[src/rtl/add_sub_accumulator.sv]
// Command sequencer and running two's-complement accumulator wrapped around an
// external combinational adder/subtracter attached through the add_* ports.
module add_sub_accumulator #(
    parameter bit          SATURATE = 1'b0,
    parameter int unsigned DATA_W   = 8
) (
    input  logic              clk,
    input  logic              reset,
    input  logic              cmd_valid,
    output logic              cmd_ready,
    input  logic [1:0]        cmd_op,
    input  logic [DATA_W-1:0] cmd_data,
    output logic [DATA_W-1:0] add_a,
    output logic [DATA_W-1:0] add_b,
    output logic              add_opcode,
    input  logic [DATA_W-1:0] add_sum,
    output logic              res_valid,
    input  logic              res_ready,
    output logic [DATA_W-1:0] res_data,
    output logic              res_zero,
    output logic              res_neg,
    output logic              res_ovf,
    output logic              ovf_sticky,
    output logic [DATA_W-1:0] acc
);

    localparam logic [DATA_W-1:0] ZERO    = '0;
    localparam logic [DATA_W-1:0] MAX_POS = {1'b0, {(DATA_W-1){1'b1}}};
    localparam logic [DATA_W-1:0] MIN_NEG = {1'b1, {(DATA_W-1){1'b0}}};

    typedef enum logic [1:0] {
        IDLE,
        EXEC,
        RESP
    } state_t;

    typedef enum logic [1:0] {
        OP_LOAD  = 2'b00,
        OP_ADD   = 2'b01,
        OP_SUB   = 2'b10,
        OP_CLEAR = 2'b11
    } op_t;

    state_t            state, state_d;
    op_t               op_q, op_d;
    logic [DATA_W-1:0] data_q, data_d;
    logic [DATA_W-1:0] acc_d;
    logic [DATA_W-1:0] add_b_d;
    logic              add_opcode_d;
    logic              cmd_ready_d;
    logic              res_valid_d;
    logic [DATA_W-1:0] res_data_d;
    logic              res_zero_d;
    logic              res_neg_d;
    logic              res_ovf_d;
    logic              ovf_sticky_d;

    logic              a_msb, b_msb, s_msb;
    logic              exec_ovf;
    logic [DATA_W-1:0] exec_value;

    // The adder always sees the live accumulator on operand a.
    assign add_a = acc;

    assign a_msb = acc[DATA_W-1];
    assign b_msb = data_q[DATA_W-1];
    assign s_msb = add_sum[DATA_W-1];

    // Result of the command held in op_q/data_q, including overflow clamping.
    always_comb begin
        exec_ovf   = 1'b0;
        exec_value = ZERO;
        case (op_q)
            OP_LOAD: begin
                exec_value = data_q;
            end
            OP_ADD: begin
                exec_value = add_sum;
                exec_ovf   = (a_msb == b_msb) && (s_msb != a_msb);
            end
            OP_SUB: begin
                exec_value = add_sum;
                exec_ovf   = (a_msb != b_msb) && (s_msb != a_msb);
            end
            OP_CLEAR: begin
                exec_value = ZERO;
            end
            default: begin
                exec_value = ZERO;
            end
        endcase
        if (exec_ovf && SATURATE) begin
            exec_value = a_msb ? MIN_NEG : MAX_POS;
        end
    end

    // Next-state and next-register values.
    always_comb begin
        state_d      = state;
        op_d         = op_q;
        data_d       = data_q;
        acc_d        = acc;
        add_b_d      = add_b;
        add_opcode_d = add_opcode;
        cmd_ready_d  = cmd_ready;
        res_valid_d  = res_valid;
        res_data_d   = res_data;
        res_zero_d   = res_zero;
        res_neg_d    = res_neg;
        res_ovf_d    = res_ovf;
        ovf_sticky_d = ovf_sticky;

        case (state)
            IDLE: begin
                cmd_ready_d = 1'b1;
                if (cmd_valid && cmd_ready) begin
                    op_d         = op_t'(cmd_op);
                    data_d       = cmd_data;
                    add_b_d      = cmd_data;
                    add_opcode_d = (op_t'(cmd_op) == OP_SUB);
                    cmd_ready_d  = 1'b0;
                    state_d      = EXEC;
                end
            end
            EXEC: begin
                acc_d        = exec_value;
                res_data_d   = exec_value;
                res_zero_d   = (exec_value == ZERO);
                res_neg_d    = exec_value[DATA_W-1];
                res_ovf_d    = exec_ovf;
                ovf_sticky_d = (op_q == OP_CLEAR) ? 1'b0 : (ovf_sticky | exec_ovf);
                res_valid_d  = 1'b1;
                add_b_d      = ZERO;
                add_opcode_d = 1'b0;
                cmd_ready_d  = 1'b0;
                state_d      = RESP;
            end
            RESP: begin
                cmd_ready_d = 1'b0;
                if (res_ready) begin
                    res_valid_d = 1'b0;
                    cmd_ready_d = 1'b1;
                    state_d     = IDLE;
                end
            end
            default: begin
                res_valid_d = 1'b0;
                cmd_ready_d = 1'b1;
                state_d     = IDLE;
            end
        endcase
    end

    // State register.
    always_ff @(posedge clk) begin
        if (reset) begin
            state <= IDLE;
        end else begin
            state <= state_d;
        end
    end

    // Datapath and output registers; reset discards any in-flight command.
    always_ff @(posedge clk) begin
        if (reset) begin
            op_q       <= OP_LOAD;
            data_q     <= ZERO;
            acc        <= ZERO;
            add_b      <= ZERO;
            add_opcode <= 1'b0;
            cmd_ready  <= 1'b1;
            res_valid  <= 1'b0;
            res_data   <= ZERO;
            res_zero   <= 1'b1;
            res_neg    <= 1'b0;
            res_ovf    <= 1'b0;
            ovf_sticky <= 1'b0;
        end else begin
            op_q       <= op_d;
            data_q     <= data_d;
            acc        <= acc_d;
            add_b      <= add_b_d;
            add_opcode <= add_opcode_d;
            cmd_ready  <= cmd_ready_d;
            res_valid  <= res_valid_d;
            res_data   <= res_data_d;
            res_zero   <= res_zero_d;
            res_neg    <= res_neg_d;
            res_ovf    <= res_ovf_d;
            ovf_sticky <= ovf_sticky_d;
        end
    end

endmodule
[config.mk]
export PLATFORM = sky130hd
export DESIGN_NAME = add_sub_accumulator
export DESIGN_NICKNAME = d
export VERILOG_FILES = /design/src/rtl/add_sub_accumulator.sv
export SDC_FILE = /design/constraint.sdc
export NUM_CORES = 1
export LEC_CHECK = 0
export CORE_UTILIZATION = 65
export CTS_BUF_LIST = sky130_fd_sc_hd__clkbuf_8
export DETAILED_ROUTE_END_ITERATION = 7
export DONT_BUFFER_PORTS = 1
export PLACE_DENSITY = 0.93
export SLEW_MARGIN = 5
export SYNTH_ARGS = -nofsm -noshare
export SYNTH_HDL_FRONTEND = slang
export SYNTH_SLANG_ARGS = --single-unit
[constraint.sdc]
create_clock -name clk -period 3.8 [get_ports clk]
set_clock_uncertainty 0.05 [all_clocks]
set_input_delay 0.76 -clock clk [delete_from_list [all_inputs] [get_ports clk]]
set_output_delay 0.76 -clock clk [all_outputs]
set_load 0.05 [all_outputs]
Yosys cells after proc, flatten, opt, wreduce, memory -nomap -nowiden
Cells that the tools add are included.
{ "op_classes": {"n_bitwise": 2, "mux": 15, "eq_ne": 11, "reduce_logical": 12} }
{ "ops": {"columns": ["op", "n"], "rows": [
  ["$pmux 8 s3", 1],
  ["$pmux 8 s2", 1],
  ["$eq 2x2->1 const B", 4],
  ["$logic_not 8->1", 1],
  ["$mux 8", 1],
  ["$reduce_and 2->1", 4],
  ["$pmux 1 s3", 2],
  ["$pmux 2 s3", 1],
  ["$mux 1", 5],
  ["$eq 2x1->1 const B", 2],
  ["$logic_not 2->1", 2],
  ["$mux 2", 2],
  ["$ne 2x2->1 const B", 2],
  ["$pmux 1 s2", 2],
  ["$logic_and 1x1->1", 3],
  ["$ne 1x1->1", 2],
  ["$reduce_bool 2->1", 1],
  ["$reduce_or 2->1", 1],
  ["$eq 1x1->1", 1],
  ["$not 1->1", 1],
  ["$or 1x1->1", 1]
]} }
{ "totals": {"wordCells": 52, "input_bits": 22, "reg_bits": 35, "out_inout_bits": 39} }

Depth between registers and ports, before layout
{ "depth": {"ltp_word": 5, "mapped_depth": 7, "depth_no_buf": 6} }

Worst setup path after synthesis
No wires, ideal clock.
{ "synth_path": {"path_kind": "register -> output", "from": "register res_neg (netlist name)", "to": "output port acc[7]", "stages_incl_launch_ff": 2, "setup_slack_ns": 2.006, "arrival_ns": 0.984, "t_required_ns": 2.990, "path_buffers": 1, "cell_sequence": "dfxtp_1 -> buf_4"} }
{ "synth_rtl": {"columns": ["element", "line_no", "source"], "rows": [
  ["end, declared", "24", "output logic [DATA_W-1:0] acc"]
]} }

Final worst setup path
{ "layout_path": {"from": "register cmd_ready", "to": "register add_b[1]"} }
{ "layout_via": {"elab_chain_cells": 3} }
{ "layout_rtl": {"columns": ["element", "line_no", "source"], "rows": [
  ["start, declared", "10", "output logic cmd_ready,"],
  ["start signal, assigned", "184", "cmd_ready <= cmd_ready_d;"],
  ["$logic_and 1x1->1", "116", "if (cmd_valid && cmd_ready) begin"],
  ["$ne 2x2->1 (no line)", null, null],
  ["$reduce_and 2->1 (no line)", null, null],
  ["end signal, assigned", "169", "add_b <= ZERO;"],
  ["end signal, assigned", "182", "add_b <= add_b_d;"],
  ["end, declared", "14", "output logic [DATA_W-1:0] add_b,"]
]} }
Every way passes these cells.
A chain may end at the register's enable or synchronous reset.

==> load_flow_metrics.sql <==
INSERT INTO impl_metrics (metric_group, metric, value, unit) VALUES
('timing', 'timing_hold_violations_final', '0', ''),
('yosys', 'synth_flop_cell', 'sky130_fd_sc_hd__dfxtp_1', ''),
('cts', 'cts.reportedPaths.clkPinSlew', '60', 'ps'),
('yosys', 'synth_most_common_cell', 'sky130_fd_sc_hd__nand2_1', ''),
('cts', 'clk_root_buffer_cell', 'sky130_fd_sc_hd__clkbuf_8', ''),
('cts', 'clk-insertion-delay-late', '280', 'ps'),
('worst_setup_path', 'critPathLaunch', 'cmd_ready', ''),
('timing', 'final_max_slew_viols', '0', ''),
('detailed_routing', 'drt_antenna_net_count', '0', ''),
('worst_hold_path', 'worstHoldPathType', 'reg2reg', ''),
('timing', 'final-setup-viol-count', '0', ''),
('place', 'placed_cells', '184', ''),
('timing', 'post-route-min-period', '2124', 'ps'),
('final_layout', 'num-fill-cells', '168', ''),
('worst_setup_path', 'worstPathMaxFanout', '11', ''),
('yosys', 'synth_top_area_frac', '0.4654', ''),
('yosys', 'avgSynthCellArea', '8.264', 'um2'),
('power_and_ir_drop', 'power.density', '576.0', 'nW/um2'),
('cts', 'ctsLongestPathBuffers', '2', ''),
('floorplan', 'boundaryPins', '61', ''),
('timing', 'fmaxAchievable', '470.8', 'MHz'),
('worst_setup_path', 'endpoint_kind', 'flop', ''),
('yosys', 'netlist_top_cells_area', 'sky130_fd_sc_hd__dfxtp_1, sky130_fd_sc_hd__nand2_1, sky130_fd_sc_hd__buf_4, sky130_fd_sc_hd__a21oi_1, sky130_fd_sc_hd__a221oi_1', ''),
('worst_setup_path', 'timing.rr.start', 'cmd_ready', ''),
('detailed_routing', 'final_wirelength', '2732', 'um'),
('yosys', 'synth.distinct_cells', '26', ''),
('global_route', 'grt_pass1_wl', '4464', 'um'),
('floorplan', 'die_area', '2444', 'um2'),
('place', 'port-buffer-count', '0', ''),
('global_route', 'grt_overflow_total', '0', ''),
('cts', 'cts-resized-gates', '0', ''),
('power_and_ir_drop', 'leakage', '0.5562', 'nW'),
('worst_setup_path', 'timing.critical_path.required', '3970', 'ps'),
('detailed_routing', 'avgRoutedWirePerCell', '14.30', 'um'),
('detailed_routing', 'firstDrtPassIters', '4', ''),
('final_layout', 'fin_nets', '189', ''),
('power_and_ir_drop', 'vdd_drop_max', '372.6', 'uV'),
('final_layout', 'final_standard_cell_utilization_of_the_core', '0.7157', ''),
('timing', 'max-slew-margin-rel', '0.2830', ''),
('timing', 'grt_setup_unrepaired', 'no', ''),
('yosys', 'synth_edf_count', '0', ''),
('yosys', 'synthesis.nets', '202', ''),
('worst_setup_path', 'ff_to_ff_setup_slack', '1680', 'ps'),
('cts', 'tritoncts_num_sinks', '34', ''),
('yosys', 'synthArstFlopShare', '0', ''),
('final_layout', 'layout-drive-gt1-share', '0.1098', ''),
('place', 'routabilityCongestion', '0.9223', ''),
('place', 'place_hpwl', '1956', 'um'),
('run_status', 'status', 'finished clean', ''),
('yosys', 'synth-warning-count', '0', ''),
('final_layout', 'inserted_diodes', '0', ''),
('detailed_routing', 'detail_route.drc_violations', '0', ''),
('global_route', 'grt_pass1_vias', '1048', ''),
('floorplan', 'fp.coreArea', '2042', 'um2'),
('yosys', 'synthDominantAreaCellType', 'sky130_fd_sc_hd__dfxtp_1', ''),
('yosys', 'post_synth_instance_area', '1463', 'um2'),
('timing', 'worst_slew_pin_slew', '1067', 'ps'),
('cts', 'postCtsSetupBuffers', '0', ''),
('floorplan', 'chipWidth', '49.44', 'um'),
('yosys', 'yosysSeqAreaShare', '0.4654', ''),
('yosys', 'netlist_top_cells_count', 'sky130_fd_sc_hd__nand2_1, sky130_fd_sc_hd__dfxtp_1, sky130_fd_sc_hd__a21oi_1, sky130_fd_sc_hd__buf_4, sky130_fd_sc_hd__nor2_1', ''),
('detailed_routing', 'initialDrtViolationCount', '30', ''),
('yosys', 'synth_seq_cells', '34', ''),
('worst_setup_path', 'critPathArrivalTime', '2290', 'ps'),
('cts', 'tritoncts_clock_tree', 'done', ''),
('worst_setup_path', 'worstSetupPathType', 'reg2reg', ''),
('global_route', 'maximum_number_of_pins_on_one_net_before_global_route_repair', '35', ''),
('detailed_routing', 'routed-via-count', '1142', ''),
('yosys', 'post_synth_inst_count', '177', ''),
('floorplan', 'site_rows', '16', ''),
('final_layout', 'finalInstanceArea', '1461', 'um2');
==> per-stage QoR <==
step	setup WS (ps)	total power [mW]
2_1_floorplan	2006	0.6075
3_3_place_gp	1752	0.6020
3_5_place_dp	1614	0.6077
4_1_cts	1657	0.8487
5_1_grt	1522	0.8792
6_report	1676	0.8418
==> logic make-up (layout without fill, tap and decap cells) <==
| family | count (synthesis) | count (layout) | synth area share |
|---|---|---|---|
| simple gates | 67 | 67 | 0.2010 |
| compound gates | 40 | 40 | 0.1702 |
| flops | 34 | 34 | 0.4654 |
| buf+inv | 31 | 18 | 0.1249 |
| fa+ha+maj | 3 | 3 | 0.02567 |
| xor+xnor | 1 | 1 | 0.005989 |
| mux | 1 | 1 | 0.006844 |
==> layout by cell type, fill, tap and decap left out, drive strengths merged <==
cell,count
a21oi,22
buf,7
mux2i,1
o211ai,2
or2,1
clkbuf,5
a32oi,1
o41ai,1
inv,4
a221oi,7
nor2,12
a21o,1
nand2,36
o21ai,6
ha,3
clkinv,2
or4,2
nand3,1
nor2b,3
dfxtp,34
nand2b,3
or3,1
xnor2,1
nor3,8
==> final cells by class <==
class / count / area, um2 / area share
inverters: 4 / 15.01 / 0.01027
repair buffers: 7 / 52.55 / 0.03596
well taps: 27 / 33.78 / 0.02312
multi-input cells: 112 / 599.3 / 0.4101
clock buffers: 5 / 68.82 / 0.04709
clock inverters: 2 / 10.01 / 0.006849
flip-flops and latches: 34 / 681.9 / 0.4666
==> registers in the layout, summed over array words and instances (netlist names) <==
signal      flops
res_neg         1
res_ovf         1
cmd_ready       1
data_q          8
res_zero        1
add_opcode      1
state           2
acc             7
op_q            2
ovf_sticky      1
res_valid       1
add_b           8
==> metal layers <==
metal  vias up  routed length, um  track usage
li1        557                  -            -
met1       533               1144       0.2750
met2        42               1281       0.3950
met3        10                230      0.09034
met4         0                 75       0.1619
met5         -                  0            0
==> how the worst min path moves through the flow <==
stage          startpoint        end
6_report          op_q[0]    op_q[0]
4_1_cts           op_q[0]    op_q[0]
3_5_place_dp    data_q[1]  data_q[1]
3_3_place_gp    data_q[5]  data_q[5]
5_1_grt         data_q[6]  data_q[6]
2_1_floorplan   data_q[5]  data_q[5]
==> worst max-delay path: stages, from the launching register on <==
cell                      delay [ps]
sky130_fd_sc_hd__dfxtp_1         650
sky130_fd_sc_hd__nand2_1         120
sky130_fd_sc_hd__nor3_1          830
sky130_fd_sc_hd__nand2_1         220
sky130_fd_sc_hd__a21oi_1         180
==> power breakdown <==
group / total [mW] / internal [mW] / switching [mW]
clock: 0.241 / 0.122 / 0.119
combinational: 0.155 / 0.0409 / 0.114
sequential: 0.446 / 0.382 / 0.0640
total: 0.842 / 0.545 / 0.296
No activity file was read; power rests on OpenSTA's default activity.
